===== config.mk =====
export PLATFORM = sky130hd
export DESIGN_NAME = fetch_unit
export DESIGN_NICKNAME = d
export VERILOG_FILES = /design/src/rtl/bitty_pkg.sv /design/src/rtl/fetch_watchdog.sv /design/src/rtl/fetch_unit.sv
export SDC_FILE = /design/constraint.sdc
export NUM_CORES = 1
export LEC_CHECK = 0
export ABC_AREA = 0
export CAP_MARGIN = 20
export CORE_UTILIZATION = 42
export DETAILED_ROUTE_END_ITERATION = 16
export HOLD_SLACK_MARGIN = 0.02
export PLACE_DENSITY = 0.79
export SYNTH_ARGS = -nofsm -noshare
export SYNTH_HDL_FRONTEND = slang
export SYNTH_SLANG_ARGS = --single-unit

===== constraint.sdc =====
create_clock -name clk -period 2.5 [get_ports clk]
set_clock_uncertainty 0.2 [all_clocks]
set_input_delay 0.625 -clock clk [delete_from_list [all_inputs] [get_ports clk]]
set_output_delay 0.625 -clock clk [all_outputs]
set_load 0.005 [all_outputs]

===== src/rtl/bitty_pkg.sv =====
// rtl/bitty_pkg.sv - shared fetch/control state encoding and default constants
package bitty_pkg;

  typedef enum logic [1:0] {
    ST_IDLE  = 2'd0,
    ST_FETCH = 2'd1,
    ST_EXEC  = 2'd2,
    ST_HALT  = 2'd3
  } fetch_state_t;

  localparam logic [15:0] HALT_INSTR_DEFAULT = 16'hFFFF;
  localparam int          TIMEOUT_DEFAULT    = 16;

endpackage


===== src/rtl/fetch_watchdog.sv =====
// rtl/fetch_watchdog.sv - EXEC-cycle counter that flags a control unit that never reports done
module fetch_watchdog #(
  parameter int TIMEOUT = 16
) (
  input  logic clk,
  input  logic reset,
  input  logic clear,
  input  logic active,
  output logic expire
);
  localparam int CNT_W = $clog2(TIMEOUT + 1);

  logic [CNT_W-1:0] count;

  // Restart on every EXEC entry, then count each EXEC cycle that passes without done
  always_ff @(posedge clk or negedge reset) begin
    if (!reset) begin
      count <= '0;
    end else if (clear) begin
      count <= '0;
    end else if (active) begin
      count <= count + CNT_W'(1);
    end
  end

  // Fires on the cycle whose increment would reach TIMEOUT, so the FSM leaves EXEC on that edge
  assign expire = active && (count == CNT_W'(TIMEOUT - 1));

endmodule


===== src/rtl/fetch_unit.sv =====
// rtl/fetch_unit.sv - fetch/execute sequencer; watchdog compiled in with FETCH_TIMEOUT_EN
module fetch_unit
  import bitty_pkg::*;
#(
  parameter int          ADDR_W     = 8,
  parameter logic [15:0] HALT_INSTR = HALT_INSTR_DEFAULT,
  parameter int          TIMEOUT    = TIMEOUT_DEFAULT
) (
  input  logic              clk,
  input  logic              reset,
  input  logic              start,
  output logic              mem_rd,
  output logic [ADDR_W-1:0] mem_addr,
  input  logic [15:0]       mem_rdata,
  input  logic              mem_valid,
  output logic [15:0]       instruction,
  output logic              run,
  input  logic              done,
  output logic [ADDR_W-1:0] pc,
  output logic              halted,
  output logic              error
);

  fetch_state_t state, next_state;
  logic         start_ok;
  logic         capture;
  logic         is_halt;
  logic         exec_done;
  logic         timeout;

  assign start_ok  = start && ((state == ST_IDLE) || (state == ST_HALT));
  assign capture   = (state == ST_FETCH) && mem_valid;
  assign is_halt   = (mem_rdata == HALT_INSTR);
  assign exec_done = (state == ST_EXEC) && done;
  assign mem_addr  = pc;

`ifdef FETCH_TIMEOUT_EN
  fetch_watchdog #(
    .TIMEOUT (TIMEOUT)
  ) u_watchdog (
    .clk    (clk),
    .reset  (reset),
    .clear  (capture && !is_halt),
    .active ((state == ST_EXEC) && !done),
    .expire (timeout)
  );

  // Fault flag stays set until reset or an accepted start
  always_ff @(posedge clk or negedge reset) begin
    if (!reset) begin
      error <= 1'b0;
    end else if (start_ok) begin
      error <= 1'b0;
    end else if (timeout) begin
      error <= 1'b1;
    end
  end
`else
  assign timeout = 1'b0;
  assign error   = 1'b0;
`endif

  // State register
  always_ff @(posedge clk or negedge reset) begin
    if (!reset) begin
      state <= ST_IDLE;
    end else begin
      state <= next_state;
    end
  end

  // Next-state selection; done wins over a same-cycle watchdog expiry
  always_comb begin
    next_state = state;
    unique case (state)
      ST_IDLE, ST_HALT: if (start) next_state = ST_FETCH;
      ST_FETCH:         if (mem_valid) next_state = is_halt ? ST_HALT : ST_EXEC;
      ST_EXEC: begin
        if (done) begin
          next_state = ST_FETCH;
        end else if (timeout) begin
          next_state = ST_HALT;
        end
      end
      default:          next_state = ST_IDLE;
    endcase
  end

  // Outputs are decoded from next_state and registered so none depends combinationally on inputs
  always_ff @(posedge clk or negedge reset) begin
    if (!reset) begin
      pc          <= '0;
      instruction <= '0;
      run         <= 1'b0;
      mem_rd      <= 1'b0;
      halted      <= 1'b0;
    end else begin
      mem_rd <= (next_state == ST_FETCH);
      run    <= (next_state == ST_EXEC);
      halted <= (next_state == ST_HALT);
      if (start_ok) begin
        pc <= '0;
      end else if (exec_done) begin
        pc <= pc + ADDR_W'(1);
      end
      if (capture) begin
        instruction <= mem_rdata;
      end
    end
  end

endmodule


==> results of run 1 <==
==> layer usage <==
layer  track usage (%)  vias to the layer above  wire (um)
met1             21.62                      489       1223
met5                 0                        -          0
li1                  -                      472          -
met3             7.253                        5        232
met2             28.25                       54       1378
met4             8.844                        0         38
==> worst min-delay path by stage <==
stage,start,to,depth (start not counted)
after floorplan,reset,halted,0
after global placement,instruction[6],instruction[6],1
after detailed placement,instruction[9],instruction[9],1
after CTS,instruction[8],instruction[8],1
after global routing,instruction[8],instruction[8],1
final,instruction[8],instruction[8],1
==> where the power goes <==
group	internal [mW]	switching, mW
Combinational	0.481	0.309
Clock	0.112	0.153
Sequential	0.640	0.104
==> per-stage QoR <==
step / setup slack [ns] / power, mW / util [%] / hold slack (ns)
finish: 0.3613 / 1.800 / 63.20 / 0.3032
global route: 0.2956 / 1.917 / 63.20 / 0.3182
CTS: 0.3472 / 1.817 / 63.20 / 0.3009
detailed placement: 0.2669 / 1.538 / 61.60 / 0.2861
global placement: 0.3383 / 1.504 / 61.60 / 0.2800
floorplan: 0.6941 / 1.112 / - / 0.1294
==> flip-flops by register name, indices dropped and copies added, names as in the netlist <==
signal       flops
instruction     16
mem_addr         8
state            2
halted           1
mem_rd           1
run              1
==> logic make-up after synthesis <==
| logic type | count (synthesis) |
|---|---|
| AOI/OAI and AO/OA | 8 |
| xor gates and xnor gates | 7 |
| adders and majority gates | 3 |
| buffers and inverters | 17 |
| DFF | 29 |
| muxes | 17 |
| other | 1 |
| and+or+nand+nor | 30 |
==> layout by cell type (no fill, tap or decap), types with 2 or more instances in the layout <==
cell                              instances
sky130_fd_sc_hd__nand2_1                  4
sky130_fd_sc_hd__a21oi_1                  4
sky130_fd_sc_hd__ha_1                     3
sky130_fd_sc_hd__and2_1                   2
sky130_fd_sc_hd__inv_1                    5
sky130_fd_sc_hd__dfrtp_1                 29
sky130_fd_sc_hd__mux2_1                   9
sky130_fd_sc_hd__clkbuf_1                 3
sky130_fd_sc_hd__clkdlybuf4s50_1         55
sky130_fd_sc_hd__clkbuf_4                 5
sky130_fd_sc_hd__nand4_1                  8
sky130_fd_sc_hd__mux2_2                   7
sky130_fd_sc_hd__nor2_1                   9
sky130_fd_sc_hd__and3_1                   3
sky130_fd_sc_hd__xor2_1                   6
==> area by class of cell <==
cell class	count	area, sq um
tap	44	55.05
clock buffer	8	48.80
inverter	5	18.77
timing repair buffer	56	558.0
multi-input combinational	66	523.0
sequential	29	725.7
fill	270	1124
==> flow_metrics.py, run 1 <==
metrics = {
    "status": {
        "status": "completed",
    },
    "power_and_ir_drop": {
        "power_leakage_nw": 0.8216,
        "power-per-cell-area_nw_per_um2": 933.0,
        "vdd_drop_max_uv": 644.9,
    },
    "global_routing": {
        "number_of_global_route_vias_before_repair": 1035,
        "grt_max_degree": 30,
        "grt_pass1_wl_um": 4595,
        "grt.overflow.total": 0,
        "groute.usage.overall_pct": 18.07,
        "grt_antenna_before_repair": 0,
    },
    "sta": {
        "totalNegativeSetupSlack_ns": 0,
        "period_share_pct": 85.55,
        "setup_viol": 0,
        "unrepaired_setup_endpoints_after_global_routing": "no",
        "min_period_ns": 2.139,
        "total_count_of_max_transition_violations_in_the_final_report": 0,
        "hold_viol_final": 0,
        "max_clock_freq_ghz": 0.4676,
    },
    "yosys": {
        "flip_flop_and_latch_count_after_synthesis": 29,
        "most_frequent_cells_after_synthesis": "sky130_fd_sc_hd__dfrtp_1 (29), sky130_fd_sc_hd__buf_4 (9), sky130_fd_sc_hd__mux2_1 (9), sky130_fd_sc_hd__nor2_1 (9), sky130_fd_sc_hd__nand4_1 (8)",
        "postSynth.asyncResetShare_pct": 100.0,
        "prevailing_post_synth_register_cell": "sky130_fd_sc_hd__dfrtp_1",
        "synthTopCellsByArea": "sky130_fd_sc_hd__dfrtp_1 (54%), sky130_fd_sc_hd__mux2_1 (7.5%), sky130_fd_sc_hd__mux2_2 (5.8%)",
        "synth_compound_area_share_pct": 4.247,
        "area_share_of_and_or_nand_nor_cells_after_synthesis_pct": 12.74,
        "yosysUniqueCellTypes": 27,
        "multiplexer_share_of_the_synthesized_area_pct": 14.04,
        "synth.avg_cell_area_sq_um": 12.10,
        "synth.largest_area_cell": "sky130_fd_sc_hd__dfrtp_1",
        "yosysSeqAreaShare_pct": 53.55,
        "synth_top_family_by_area": "multiplexers",
        "synthesis.area_sq_um": 1355,
        "syn-instance-count": 112,
        "synthMostInstantiatedCell": "sky130_fd_sc_hd__dfrtp_1",
        "synth_xor_xnor_area_share_pct": 4.524,
        "yosys.area_share.adder_pct": 2.770,
        "number_of_flops_mapped_to_enable_cells_by_yosys": 0,
        "synth_largest_type_area_fraction_pct": 53.55,
        "postSynthNetCount": 136,
        "synth-warning-count": 0,
    },
    "placed_design": {
        "dp_hpwl_um": 2116,
        "io_buffer_count": 55,
        "gp_congestion": 0.7829,
        "placement.cell_area_sq_um": 1881,
        "placed_cells": 200,
    },
    "finish": {
        "syn2layout_area_growth_pct": 42.38,
        "diodes": 0,
        "layout.cells.non_filler": 208,
        "fin_area_sq_um": 1929,
        "layout.nets": 187,
        "drive_gt1_share_pct": 11.59,
    },
    "detailed_routing": {
        "routed_wl_um": 2871,
        "via_count": 1020,
        "avgViaCountPerCell": 4.904,
        "ant_nets": 0,
        "drt_drc_violations_left": 0,
        "detail_route.first_pass.iterations": 4,
        "route.detailed.wl_per_inst_um": 13.80,
        "initialDrtViolationCount": 27,
    },
    "cts": {
        "holdBufCountCts": 0,
        "cts.root.buffer_cell": "sky130_fd_sc_hd__clkbuf_4",
        "clkSinkCount": 29,
        "clk_latency_worst_skew_pair_ns": 0.32,
        "clock_path_buffers": 2,
        "postCtsSetupRepairBufs": 0,
        "cts_tree": "built",
        "numCtsBuffers": 5,
        "ctsHtreeMaxLevel": 2,
        "cts_repair_resized_insts": 0,
        "worst_setup_hold_path_clk_slew_ns": 0.09,
    },
    "setup_path": {
        "critical_path_buf_inv_count": 1,
        "worst-r2r-setup-slack_ns": 0.55,
        "kind_of_critical_path": "flip-flop to output pin",
        "timing.rr.start": "state[0]",
        "r2r_end": "run",
        "crit_start": "mem_addr[4]",
        "critical_path.slowest_cell": "sky130_fd_sc_hd__clkdlybuf4s50_1",
        "timing.critical_path.to": "pc[4]",
        "number_of_stages_on_the_worst_setup_path": 1,
        "worst_setup_path_end_kind": "output pin",
        "critical_path.top_delay_family": "buffers and inverters",
        "startpoint_type": "flip-flop",
        "crit_required_ns": 1.67,
        "cp_max_fo": 5,
        "delay_contributed_by_the_slowest_stage_of_the_critical_path_ns": 0.54,
        "critPathArrivalTime_ns": 1.31,
        "cp_cell_sequence": "clkdlybuf4s50_1",
        "reg2regPathDepth": 6,
    },
    "floorplanning": {
        "floorplan.die.width_um": 58.80,
        "starting_density_of_the_core_pct": 44.39,
        "die_h_um": 58.80,
        "ioPinCount": 57,
        "floorplan.core_area_sq_um": 3053,
        "die_area_sq_um": 3457,
        "row_count": 20,
    },
    "hold_path": {
        "worst_hold_path_class": "flip-flop to flip-flop",
    },
    "run": {
        "max_cap_violations": 0,
    },
}
Note: power is estimated with default switching activity, not from simulation.
==> run 2, diff against run 1 <==
==> constraint.sdc (replaced) <==
create_clock -name clk -period 2.5 [get_ports clk]
set_clock_uncertainty 0.2 [all_clocks]
set_input_delay 0.625 -clock clk [delete_from_list [all_inputs] [get_ports clk]]
set_output_delay 0.625 -clock clk [all_outputs]
set_load 0.1 [all_outputs]
==> run 2 against run 1 <==
Net effect: cell count unchanged; die area is the same; maximum frequency grew 9.7%; sequential share of layout area increased by 1.0 points; critical endpoint is now pc[3]; final area fell by 2.7%; worst setup slack improved by 0.19 ns; non-clock buffer count unchanged; flip-flop and latch count did not move; critical path depth is the same.
==> flow_metrics.py, run 2 (synthesis gave the netlist of run 1 again) <==
metrics = {
    "detailed_routing": {
        "ant_nets": 0,
        "via_count": 1010,
        "detail_route.first_pass.iterations": 4,
        "routed_wl_um": 2655,
        "initialDrtViolationCount": 33,
        "avgViaCountPerCell": 4.856,
        "route.detailed.wl_per_inst_um": 12.76,
        "drt_drc_violations_left": 0,
    },
    "finish": {
        "diodes": 0,
        "largest_register_ff_count": 16,
        "most_common_cell_after_layout_fill_and_taps_aside": "sky130_fd_sc_hd__buf_4",
        "layout.nets": 187,
        "regMostFlops": "instruction",
        "layout_common_cells": "sky130_fd_sc_hd__buf_4 (36), sky130_fd_sc_hd__dfrtp_1 (29), sky130_fd_sc_hd__clkdlybuf4s50_1 (20)",
        "fin_area_sq_um": 1878,
        "drive_gt1_share_pct": 34.15,
        "syn2layout_area_growth_pct": 38.60,
    },
    "global_routing": {
        "grt_pass1_wl_um": 4450,
        "grt_max_degree": 30,
        "number_of_global_route_vias_before_repair": 1028,
        "grt_antenna_before_repair": 0,
        "groute.usage.overall_pct": 17.73,
        "grt.overflow.total": 0,
    },
    "setup_path": {
        "critPathArrivalTime_ns": 1.12,
        "cp_cell_sequence": "buf_4",
        "critical_path.slowest_cell": "sky130_fd_sc_hd__dfrtp_1",
        "startpoint_type": "flip-flop",
        "critical_path.top_delay_family": "flip-flops",
        "delay_contributed_by_the_slowest_stage_of_the_critical_path_ns": 0.46,
        "crit_required_ns": 1.67,
        "worst_setup_path_end_kind": "output pin",
        "kind_of_critical_path": "flip-flop to output pin",
        "cp_max_fo": 6,
        "critical_path_buf_inv_count": 1,
    },
    "status": {
        "status": "completed",
    },
    "cts": {
        "cts_tree": "built",
        "worst_setup_hold_path_clk_slew_ns": 0.09,
        "cts_repair_resized_insts": 0,
        "holdBufCountCts": 0,
        "clk_latency_worst_skew_pair_ns": 0.32,
        "ctsHtreeMaxLevel": 2,
        "clock_path_buffers": 2,
        "postCtsSetupRepairBufs": 0,
        "numCtsBuffers": 5,
        "cts.root.buffer_cell": "sky130_fd_sc_hd__clkbuf_4",
        "clkSinkCount": 29,
    },
    "floorplanning": {
        "floorplan.core_area_sq_um": 3053,
        "ioPinCount": 57,
        "die_area_sq_um": 3457,
        "die_h_um": 58.80,
        "floorplan.die.width_um": 58.80,
        "row_count": 20,
        "starting_density_of_the_core_pct": 44.39,
    },
    "run": {
        "max_cap_violations": 0,
    },
    "sta": {
        "max_clock_freq_ghz": 0.5132,
        "totalNegativeSetupSlack_ns": 0,
        "min_period_ns": 1.949,
        "total_count_of_max_transition_violations_in_the_final_report": 0,
        "period_share_pct": 77.95,
        "hold_viol_final": 0,
        "setup_viol": 0,
        "unrepaired_setup_endpoints_after_global_routing": "no",
    },
    "placed_design": {
        "io_buffer_count": 55,
        "dp_hpwl_um": 2007,
        "placement.cell_area_sq_um": 1793,
        "gp_congestion": 0.8197,
    },
    "hold_path": {
        "worst_hold_path_class": "flip-flop to flip-flop",
    },
}
-- run 2: final timing paths --
| check | start | to | slack [ns] | cells after the start |
|---|---|---|---|---|
| setup / recovery | mem_addr[3] | pc[3] | 0.55 | 1 |
| hold / removal | instruction[6] | instruction[6] | 0.31 | 1 |
| setup reg to reg | state[0] | run | 0.56 | 6 |
| max in group asynchronous | reset | instruction[15] | 1.36 | 2 |
| hold reg to reg | instruction[6] | instruction[6] | 0.31 | 1 |
| min in group asynchronous | reset | halted | 0.47 | 2 |
-- run 2: per-layer routing --
metal,up-vias,global-route usage (%),share of wire (%)
li1,476,-,-
met1,480,19.05,43
met2,50,30.36,48
met3,4,7.473,8.4
met4,0,7.823,1.1
met5,-,0,0
-- run 2: cell type report --
class | count | area [sq um]
Fill cell | 275 | 1175
Inverter | 5 | 18.77
Clock inverter | 1 | 30.03
Tap cell | 44 | 55.05
Clock buffer | 7 | 55.05
Multi-Input combinational cell | 66 | 523.0
Timing Repair Buffer | 56 | 470.5
Sequential cell | 29 | 725.7
-- run 2: stage by stage --
stage          worst slack, ns  instances  util [%]  hold slack (ns)
2_1_floorplan           0.2781        112         -           0.1294
3_3_place_gp            0.3393        200     58.73           0.2819
3_5_place_dp            0.2627        200     58.73           0.2857
4_1_cts                 0.5424        208     61.52           0.3112
5_1_grt                 0.3837        208     61.52           0.3284
6_report                0.5513        208     61.52           0.3061
Power of run 2 is not shown: default switching activity piles up to over one toggle a cycle in this logic, so the estimate is an artifact.
==> RTL change 1 (config.mk and constraints of run 2) <==
The option `FETCH_TIMEOUT_EN` is turned on by a define.
--- a/src/rtl/fetch_unit.sv
+++ b/src/rtl/fetch_unit.sv
@@ -1,3 +1,5 @@
 // rtl/fetch_unit.sv - fetch/execute sequencer; watchdog compiled in with FETCH_TIMEOUT_EN
+`define FETCH_TIMEOUT_EN
+
 module fetch_unit
   import bitty_pkg::*;
Function: same outputs for any inputs over 10 cycles, from zero or initial values and one cycle with reset low; that may be too few to reach the edited logic, so the function may still have changed.
==> RTL change 1 against run 2 <==
  * Hold slack better by 0.0045 ns
  * Routed wire length increased by 18%
  * Cell count rose by 19%
  * Sequential cell count rose by 6
  * Design area grew 20%
  * Global-route usage shrank 0.56 points
  * Worst setup slack got worse by 0.046 ns
  * Maximum frequency is 2.3% lower
  * Area after synthesis is 24% higher
Power is not shown: default switching activity piles up to over one toggle a cycle in this logic, so the estimate is an artifact.
==> RTL change 1: results (changes against run 2) <==
netlist_top_cells_count: "dfrtp_1 (35), nor2_1 (17), mux2_2 (16)"
period_share_pct: 79.8  # +1.8 points
routed-wl-met2_mm: 1.60  # +26%
min_from: "instruction[9]$_DFFE_PN0P_"
wl_met3_um: 257  # +16%
met1_length_mm: 1.27  # +11%
portBuffers: 56  # +1.8%
r2r_cells: 8  # +2
status: "finished, final reports clean"
clk_latency_ns: 0.28  # -0.04 ns
reg2reg_slack_ns: 0.52  # -0.04 ns
r2r_start: "u_watchdog.count[0]$_DFFE_PN0P_"
synth.area.mux_share_pct: 10.7  # -3.3 points
synthXorXnorAreaFrac_pct: 4.68  # +0.15 points
hold_end: "instruction[9]$_DFFE_PN0P_"
stdcell_count: 248  # +19%
dp_slack_ns: 0.233  # -0.0292 ns
place_inst: 240  # +20%
nNetsFinal: 225  # +20%
yosys-top-cells-area: "dfrtp_1 (52%), mux2_2 (11%), buf_4 (4.0%)"
grt_pass1_wl_mm: 5.46  # +23%
arrival_ns: 2.01  # +0.89 ns
drt-vias-per-instance: 4.99  # +2.8%
max_stage_delay_ns: 0.60  # +0.14 ns
syn-num-nets: 173  # +27%
dp_hpwl_mm: 2.33  # +16%
initialDrtViolationCount: 40  # +21%
clk_pin_slew_ns: 0.07  # -0.02 ns
==> RTL change 1: cell types whose count changed after synthesis, sizes merged, moves of 2 or more <==
cell | before | now
and3 | 3 | 1
nor2 | 9 | 18
ha | 3 | 5
nor2b | 0 | 2
nand3 | 0 | 4
xor2 | 6 | 4
a21oi | 4 | 6
nand4 | 8 | 6
dfrtp | 29 | 35
inv | 5 | 9
o21ai | 1 | 4
nand2 | 5 | 9
xnor2 | 1 | 5
==> RTL change 1: area by class of cell <==
type | count | area, µm² | share of cell area, %
Timing Repair Buffer | 57 | 478 | 21.3
Clock inverter | 2 | 35.0 | 1.56
Clock buffer | 6 | 82.6 | 3.68
Tap cell | 48 | 60.1 | 2.67
Inverter | 9 | 33.8 | 1.50
Sequential cell | 35 | 876 | 39.0
Multi-Input combinational cell | 91 | 681 | 30.3
==> RTL change 1: worst max-delay path, delay by kind of cell <==
family                 cells  cell delay (ns)
and+or+nand+nor            1             0.07
AOI/OAI and AO/OA          3             0.66
buffers and inverters      2             0.66
==> RTL change 1: cell families (layout without fill, tap and decap cells) <==
group	Yosys count	in the layout
buffers and inverters	21	74
flip-flops	35	35
AO/OA/AOI/OAI	15	15
multiplexers	16	16
adder cells (fa/ha/maj)	5	5
XOR/XNOR	9	9
AND/OR/NAND/NOR	46	46
==> RTL change 1: metal layers <==
metal / global-route usage, % / vias up
met3: 6.08 / 2
met2: 31.8 / 59
met5: 0 / -
met1: 17.0 / 581
li1: - / 596
met4: 7.34 / 0
==> RTL change 1: worst max-delay path by stage <==
stage	endpoint	cells after the start
4_1_cts	run$_DFF_PN0_	7
3_5_place_dp	mem_addr[7]$_DFFE_PN0P_	5
6_report	run$_DFF_PN0_	6
2_1_floorplan	pc[2]	1
3_3_place_gp	mem_addr[7]$_DFFE_PN0P_	5
5_1_grt	run$_DFF_PN0_	8
==> RTL change 2 (settings of run 2) <==
Made on the original files. Register the inputs `mem_rdata` and `mem_valid` before use, with the module's reset. The logic sees them one clock later. The other inputs are not delayed to match.
--- a/src/rtl/fetch_unit.sv
+++ b/src/rtl/fetch_unit.sv
@@ -22,4 +22,17 @@
 );
 
+  logic [15:0] mem_rdata_q;
+  logic mem_valid_q;
+
+  always_ff @(posedge clk or negedge reset) begin
+    if (!reset) begin
+      mem_rdata_q <= '0;
+      mem_valid_q <= '0;
+    end else begin
+      mem_rdata_q <= mem_rdata;
+      mem_valid_q <= mem_valid;
+    end
+  end
+
   fetch_state_t state, next_state;
   logic         start_ok;
@@ -30,6 +43,6 @@
 
   assign start_ok  = start && ((state == ST_IDLE) || (state == ST_HALT));
-  assign capture   = (state == ST_FETCH) && mem_valid;
-  assign is_halt   = (mem_rdata == HALT_INSTR);
+  assign capture   = (state == ST_FETCH) && mem_valid_q;
+  assign is_halt   = (mem_rdata_q == HALT_INSTR);
   assign exec_done = (state == ST_EXEC) && done;
   assign mem_addr  = pc;
@@ -75,5 +88,5 @@
     unique case (state)
       ST_IDLE, ST_HALT: if (start) next_state = ST_FETCH;
-      ST_FETCH:         if (mem_valid) next_state = is_halt ? ST_HALT : ST_EXEC;
+      ST_FETCH:         if (mem_valid_q) next_state = is_halt ? ST_HALT : ST_EXEC;
       ST_EXEC: begin
         if (done) begin
@@ -105,5 +118,5 @@
       end
       if (capture) begin
-        instruction <= mem_rdata;
+        instruction <= mem_rdata_q;
       end
     end
Behaviour: not the same (a bounded check fails within 4 cycles, from zero or initial values and one cycle with reset low).
==> RTL change 2 against run 2 <==
  * Synthesized cell count is 20% higher
  * Design area is 25% higher
  * Register-to-register slack worse by 0.03 ns
  * Area after synthesis is 31% higher
  * Non-clock buffer count stayed put
  * Critical path type is now register to register
  * Sequential cell count is 17 higher
  * Worst setup slack worse by 0.022 ns
  * Routed wire length is 18% higher
Power is left out: the tool's default activity adds up to more than one toggle a clock period on the data nets, which glitch-free logic cannot reach.
==> RTL change 2: results (changes against run 2) <==
gp_congestion: 0.720  # -12%
nNonClkInverters: 7  # +2
drt-vias-per-instance: 4.92  # +1.4%
nNetsFinal: 210  # +12%
grt_pass1_vias: 1148  # +12%
nonClkBufAreaFrac_pct: 20.4  # -4.6 points
timing.rr.end: "run$_DFF_PN0_"
arrival_ns: 1.97  # +0.85 ns
clock-root-buffer: "clkbuf_8"
hold_path_class: "input pin to asynchronous set/reset pin"
wl_per_cell_um: 13.2  # +3.8%
yosys.cell_types.count: 29  # +7.4%
grt_pass1_wl_mm: 5.37  # +21%
hold_ws_ns: 0.0930  # -0.213 ns
syn-num-nets: 158  # +16%
first_pass_iters: 4  # unchanged
diodes: 0  # unchanged
clk_share_pct: 4.01  # -0.52 points
nFillCells: 331  # +20%
seq_area_frac_synth_pct: 64.7  # +11 points
clock-sinks: 46  # +59%
grt_max_degree: 47  # +57%
cp_max_fo: 5  # -1
grt_usage_pct: 16.4  # -1.4 points
nClkBuffers: 5  # -2
reg2reg_slack_ns: 0.53  # -0.03 ns
netlist_top_cells_count: "dfrtp_1 (46), mux2_2 (16), buf_4 (9)"
clk_latency_ns: 0.30  # -0.02 ns
dp_hpwl_mm: 2.33  # +16%
post_cts_resize_count: 0  # unchanged
initialDrtViolationCount: 36  # +9.1%
multi_input_area_um2: 527  # +0.72%
final-seq-area_um2: 1150  # +59%
drive_gt1_share_pct: 36.4  # +2.2 points
status: "finished, final reports clean"
clk_pin_slew_ns: 0.09  # about the same
yosys-top-cells-area: "dfrtp_1 (65%), mux2_2 (10%), buf_4 (3.8%)"
yosysWarnings: 0  # unchanged
multi_input_cells: 70  # +6.1%
## RTL change 2: worst max path at each step
| stage | endpoint | cells after the start | slack, ns |
|---|---|---|---|
| floorplan | pc[2] | 1 | 0.27 |
| global placement | run$_DFF_PN0_ | 5 | 0.32 |
| detailed placement | run$_DFF_PN0_ | 5 | 0.26 |
| CTS | run$_DFF_PN0_ | 6 | 0.52 |
| global route | run$_DFF_PN0_ | 6 | 0.36 |
| finish | run$_DFF_PN0_ | 6 | 0.53 |
## RTL change 2: per-layer routing
metal | track usage [%] | share of wire, % | vias up | routed length, µm
li1 | - | - | 542 | -
met1 | 19.7 | 40 | 570 | 1260
met2 | 26.9 | 50 | 49 | 1570
met3 | 6.51 | 8.5 | 6 | 266
met4 | 4.79 | 1.4 | 0 | 45
met5 | 0 | 0 | - | 0
## RTL change 2: cell families after synthesis
group                      after synthesis  share of synthesized area (%)
other                                    1                          0.211
AOI/OAI and AO/OA                       11                           3.94
buffers and inverters                   18                           5.76
and+or+nand+nor                         33                           10.3
adders and majority gates                3                           2.11
xor gates and xnor gates                 6                           2.95
DFF                                     46                           64.7
muxes                                   16                           10.1
## RTL change 2: critical path, cell delays in order, from the launching register on
cell and delay (ns):
dfrtp_1 0.45, inv_1 0.06, ha_1 0.34, nor3b_2 0.18
nor4_1 0.27, nand2_1 0.15, and3_1 0.20
## RTL change 2: metrics by stage
| step | std cells | cell area (µm²) | setup WS [ns] | utilization, % |
|---|---|---|---|---|
| 6_report | 237 | 2340 | 0.529 | 58.0 |
| 5_1_grt | 237 | 2340 | 0.357 | 58.0 |
| 3_3_place_gp | 229 | 2240 | 0.316 | 55.7 |
| 2_1_floorplan | 134 | 1780 | 0.275 | - |
| 4_1_cts | 237 | 2340 | 0.524 | 58.0 |
| 3_5_place_dp | 229 | 2240 | 0.261 | 55.7 |
